==> src/rtl/cu_dispatch.sv <==
// rtl/cu_dispatch.sv - command dispatch stage: one-hot channel request, ack wait with timeout
module cu_dispatch #(
  parameter int TIMEOUT = 15,
  parameter int CW      = 8
) (
  input  logic       clk,
  input  logic       rst_n,
  input  logic       cmd_valid,
  output logic       cmd_ready,
  input  logic [1:0] cmd_ch,
  input  logic [1:0] cmd_op,
  output logic [3:0] ch_req,
  output logic [1:0] ch_op,
  input  logic [3:0] ch_ack,
  output logic       done,
  output logic       timeout,
  output logic [3:0] err_vec,
  input  logic       err_clr,
  output logic       busy
);

  typedef enum logic [1:0] {S_IDLE, S_ISSUE, S_WAIT, S_DONE} state_e;

  localparam logic [CW-1:0] LAST = CW'(TIMEOUT - 1);

  state_e        state_q, state_d;
  logic [1:0]    ch_q, ch_d;
  logic [CW-1:0] cnt_q, cnt_d;
  logic [3:0]    ch_req_q, ch_req_d;
  logic [1:0]    ch_op_q, ch_op_d;
  logic          done_q, done_d;
  logic          timeout_q, timeout_d;
  logic [3:0]    err_q, err_d;
  logic          rdy_q, rdy_d;

  always_comb begin
    state_d   = state_q;
    ch_d      = ch_q;
    cnt_d     = cnt_q;
    ch_req_d  = ch_req_q;
    ch_op_d   = ch_op_q;
    done_d    = 1'b0;
    timeout_d = 1'b0;
    rdy_d     = rdy_q;
    // A same-cycle error set overrides the clear for its own bit only
    err_d     = err_clr ? 4'b0000 : err_q;
    case (state_q)
      S_IDLE: begin
        if (cmd_valid && rdy_q && (cmd_op != 2'b00)) begin
          ch_d     = cmd_ch;
          ch_req_d = 4'b0001 << cmd_ch;
          ch_op_d  = cmd_op;
          rdy_d    = 1'b0;
          state_d  = S_ISSUE;
        end
      end
      S_ISSUE: begin
        cnt_d   = '0;
        state_d = S_WAIT;
      end
      S_WAIT: begin
        // Ack is checked before the timeout so a last-cycle ack still succeeds
        if (ch_ack[ch_q]) begin
          ch_req_d = 4'b0000;
          done_d   = 1'b1;
          state_d  = S_DONE;
        end else if (cnt_q == LAST) begin
          ch_req_d    = 4'b0000;
          timeout_d   = 1'b1;
          err_d[ch_q] = 1'b1;
          rdy_d       = 1'b1;
          state_d     = S_IDLE;
        end else begin
          cnt_d = cnt_q + 1'b1;
        end
      end
      S_DONE: begin
        rdy_d   = 1'b1;
        state_d = S_IDLE;
      end
      default: state_d = S_IDLE;
    endcase
  end

  always_ff @(posedge clk or negedge rst_n) begin
    if (!rst_n) begin
      state_q   <= S_IDLE;
      ch_q      <= 2'b00;
      cnt_q     <= '0;
      ch_req_q  <= 4'b0000;
      ch_op_q   <= 2'b00;
      done_q    <= 1'b0;
      timeout_q <= 1'b0;
      err_q     <= 4'b0000;
      rdy_q     <= 1'b1;
    end else begin
      state_q   <= state_d;
      ch_q      <= ch_d;
      cnt_q     <= cnt_d;
      ch_req_q  <= ch_req_d;
      ch_op_q   <= ch_op_d;
      done_q    <= done_d;
      timeout_q <= timeout_d;
      err_q     <= err_d;
      rdy_q     <= rdy_d;
    end
  end

  assign cmd_ready = rdy_q;
  assign ch_req    = ch_req_q;
  assign ch_op     = ch_op_q;
  assign done      = done_q;
  assign timeout   = timeout_q;
  assign err_vec   = err_q;
  assign busy      = (state_q != S_IDLE);

endmodule

==> config.mk <==
export PLATFORM = sky130hd
export DESIGN_NAME = cu_dispatch
export DESIGN_NICKNAME = d
export VERILOG_FILES = /design/src/rtl/cu_dispatch.sv
export SDC_FILE = /design/constraint.sdc
export NUM_CORES = 1
export LEC_CHECK = 0
export CELL_PAD_IN_SITES_DETAIL_PLACEMENT = 1
export CELL_PAD_IN_SITES_GLOBAL_PLACEMENT = 2
export CORE_UTILIZATION = 35
export DETAILED_ROUTE_END_ITERATION = 8
export GPL_ROUTABILITY_DRIVEN = 0
export PLACE_DENSITY = 0.9
export RECOVER_POWER = 25
export SYNTH_ARGS = -nofsm -noshare
export SYNTH_HDL_FRONTEND = slang
export SYNTH_SLANG_ARGS = --single-unit
==> constraint.sdc <==
create_clock -name clk -period 5.2 [get_ports clk]
set_input_delay 1.04 -clock clk [delete_from_list [all_inputs] [get_ports clk]]
set_output_delay 1.04 -clock clk [all_outputs]
set_load 0.05 [all_outputs]
==> run summary <==
Outcome -> finished clean
Max Used Layer -> met4
Top_reg_cell synth -> dfrtp_1
Total wire length -> 2879 um
XOR/XNOR share of the synthesized area -> 0
Row Count -> 21
Setup bufs post-CTS -> 0
Worst-path cell chain -> or2_2, clkdlybuf4s50_1
Adder and majority gate portion of the synthesized area -> 0.01916
Routed length on met2 -> 1359 um
Non-Filler Instances -> 188
Critical Path Sink -> busy
TNS Setup -> 0 ns
Synth Area in Compound Gates -> 0.1274
CP Launch Type -> register
Register bit count reported by yosys -> 25
R2R Setup Slk -> 2.96 ns
Most common cell after layout, fill and taps aside -> dfrtp_1
CTS sink count -> 25
Max-cap viol count -> 0
Io pins -> 26
Die width -> 63.09 um
Wire per inst -> 15.31 um
CTS tree -> built
Final setup fails -> 0
Antenna Cells -> 0
Dpl ws -> 2.374 ns
Crit path launch -> state_q[1]
Final-report max-slew violation count -> 0
Fin util -> 0.4696
CP max stage delay -> 0.71 ns
First-pass GRT wire length -> 5250 um
Initial Util -> 0.3795
Area of the mapped netlist -> 1306 um2
Worst Path Arrival -> 1.82 ns
Most frequent cells in the layout -> dfrtp_1 (24), clkdlybuf4s50_1 (23), nand2_1 (12)
Setup ws final -> 2.338 ns
Chip height -> 63.09 um
Crit path kind -> register to primary output
Total grt overflow -> 0
DRT met1 WL -> 1381 um
CP max-delay cell -> clkdlybuf4s50_1
VDD IR-drop max -> 0.2171 mV
Cells after synthesis -> 120
RSZ-0062 raised after global routing -> no
Hold_buf cts -> 0
CP Capture Type -> primary output
Leakage power -> 0.6714 nW
Inst Count DP -> 184
Synthesis Warnings -> 0
Largest net degree at the start of global routing -> 26
Met3 routed WL -> 77 um
First-pass detailed-route iteration total -> 4
Post-synth EDFFs -> 0
Post-route ant nets -> 0
Share of layout cells above drive strength 1 -> 0.1268
Async SR Flop Fraction -> 1.000
Synth Area in Simple Gates -> 0.2050
CTS Buf Count -> 3
Synth Area per Inst -> 10.89 um2
Seq/Total Area, Yosys -> 0.4799
Area grow syn2layout -> 23.75%
Root Driver -> clkbuf_8
# fillers -> 381
Final hold viol count -> 0
PwrDens -> 499.4 nW/um2
Worst EP required -> 4.16 ns
Largest family of logic cells by synthesized area -> simple AND/OR/NAND/NOR gates
Maximum clock frequency -> 349.5 MHz
Final Cycle Share -> 0.5503
Core Area -> 3442 um2
Storage element area -> 626.9 um2
Slew Limit Headroom -> 0.2343
FF-to-FF path depth -> 6
Initial antenna violation count -> 0
Clock Path Buffers -> 2
Worst skew pair latency -> 0.27 ns
CP Max Fanout -> 10
Final #Nets -> 157
Die Area -> 3980 um2
Post_cts resized -> 0
Multi-input gate area -> 621.8 um2
DRC viols -> 0
Syn_nets -> 134
Mux cell area share after synthesis -> 0.1245
Via count -> 1,003
Unique cell type count in the Yosys netlist -> 42
R2R Path End -> cnt_q[5]
RR Startpoint -> cnt_q[0]
Iter 0 DRT Violations -> 38
Port Buf Inserts -> 25
Worst Skew -> 0.005018 ns
Clock transition at path regs -> 0.08 ns
Dpl hpwl -> 2136 um
Hold Slack -> 0.4939 ns
Post-DR vias/cell -> 5.335
Hold Path Class -> register to register
H-tree Lvls -> 1
Min cycle time layout -> 2.862 ns
Total Routing Usage GR -> 0.1683
Vias in the first global route -> 1,100
Worst slew pin tran -> 1.145 ns
==> cells by family after synthesis <==
kind of cell	count (synthesis)
mux	14
fa+ha+maj	2
simple gates	44
flops	25
compound gates	24
buf+inv	11
==> flip-flops by register name, summed over array words and instances, names as in the netlist <==
name	count
ch_req	4
state_q	2
cmd_ready	1
ch_op	2
ch_q	2
cnt_q	8
timeout	1
done	1
err_vec	4
==> synthesized netlist by cell type (3+ instances only) <==
library cell	instances	share of area
o31ai_1	3	0.017
buf_2	4	0.015
mux2_2	8	0.069
or4_1	3	0.017
inv_1	4	0.011
nand2b_1	4	0.019
nor2_1	6	0.017
dfrtp_1	24	0.46
o21ai_0	7	0.027
mux2i_1	5	0.038
nand2_1	12	0.034
==> metal layers <==
layer  track usage  vias to the layer above
li1              -                      482
met1        0.2236                      498
met2        0.2715                       19
met3       0.01993                        4
met4       0.07849                        0
met5             0                        -
==> how the worst min path moves through the flow <==
stage	start	to	slack, ns	cells past startpoint
floorplan	cnt_q[0]	cnt_q[0]	0.50	1
global placement	err_vec[1]	err_vec[1]	0.47	1
detailed placement	err_vec[1]	err_vec[1]	0.47	1
CTS	err_vec[1]	err_vec[1]	0.50	1
global route	err_vec[3]	err_vec[3]	0.51	1
finish	err_vec[3]	err_vec[3]	0.49	1
==> critical path, delay by kind of cell (launching register included) <==
kind / cells / cell delay, ns
buffers and inverters: 1 / 0.71
and+or+nand+nor: 1 / 0.37
DFF: 1 / 0.48
==> area by class of cell <==
| type | instances | share of cell area |
|---|---|---|
| clock buffer | 4 | 0.02786 |
| timing repair buffer | 25 | 0.1548 |
| inverter | 4 | 0.009288 |
| sequential | 25 | 0.3878 |
| tap | 46 | 0.03560 |
| multi-input combinational | 84 | 0.3847 |
==> through the flow <==
stage | power (mW) | area, um2
finish | 0.8073 | 1617
CTS | 0.8153 | 1617
detailed placement | 0.6985 | 1572
global placement | 0.6838 | 1572
global route | 0.8601 | 1617
floorplan | 0.5947 | 1306
==> report_power, final <==
part	internal, mW	switching (mW)
Combinational	0.147	0.237
Clock	0.0548	0.0614
Sequential	0.246	0.0609
No activity file was read; power rests on OpenSTA's default activity.
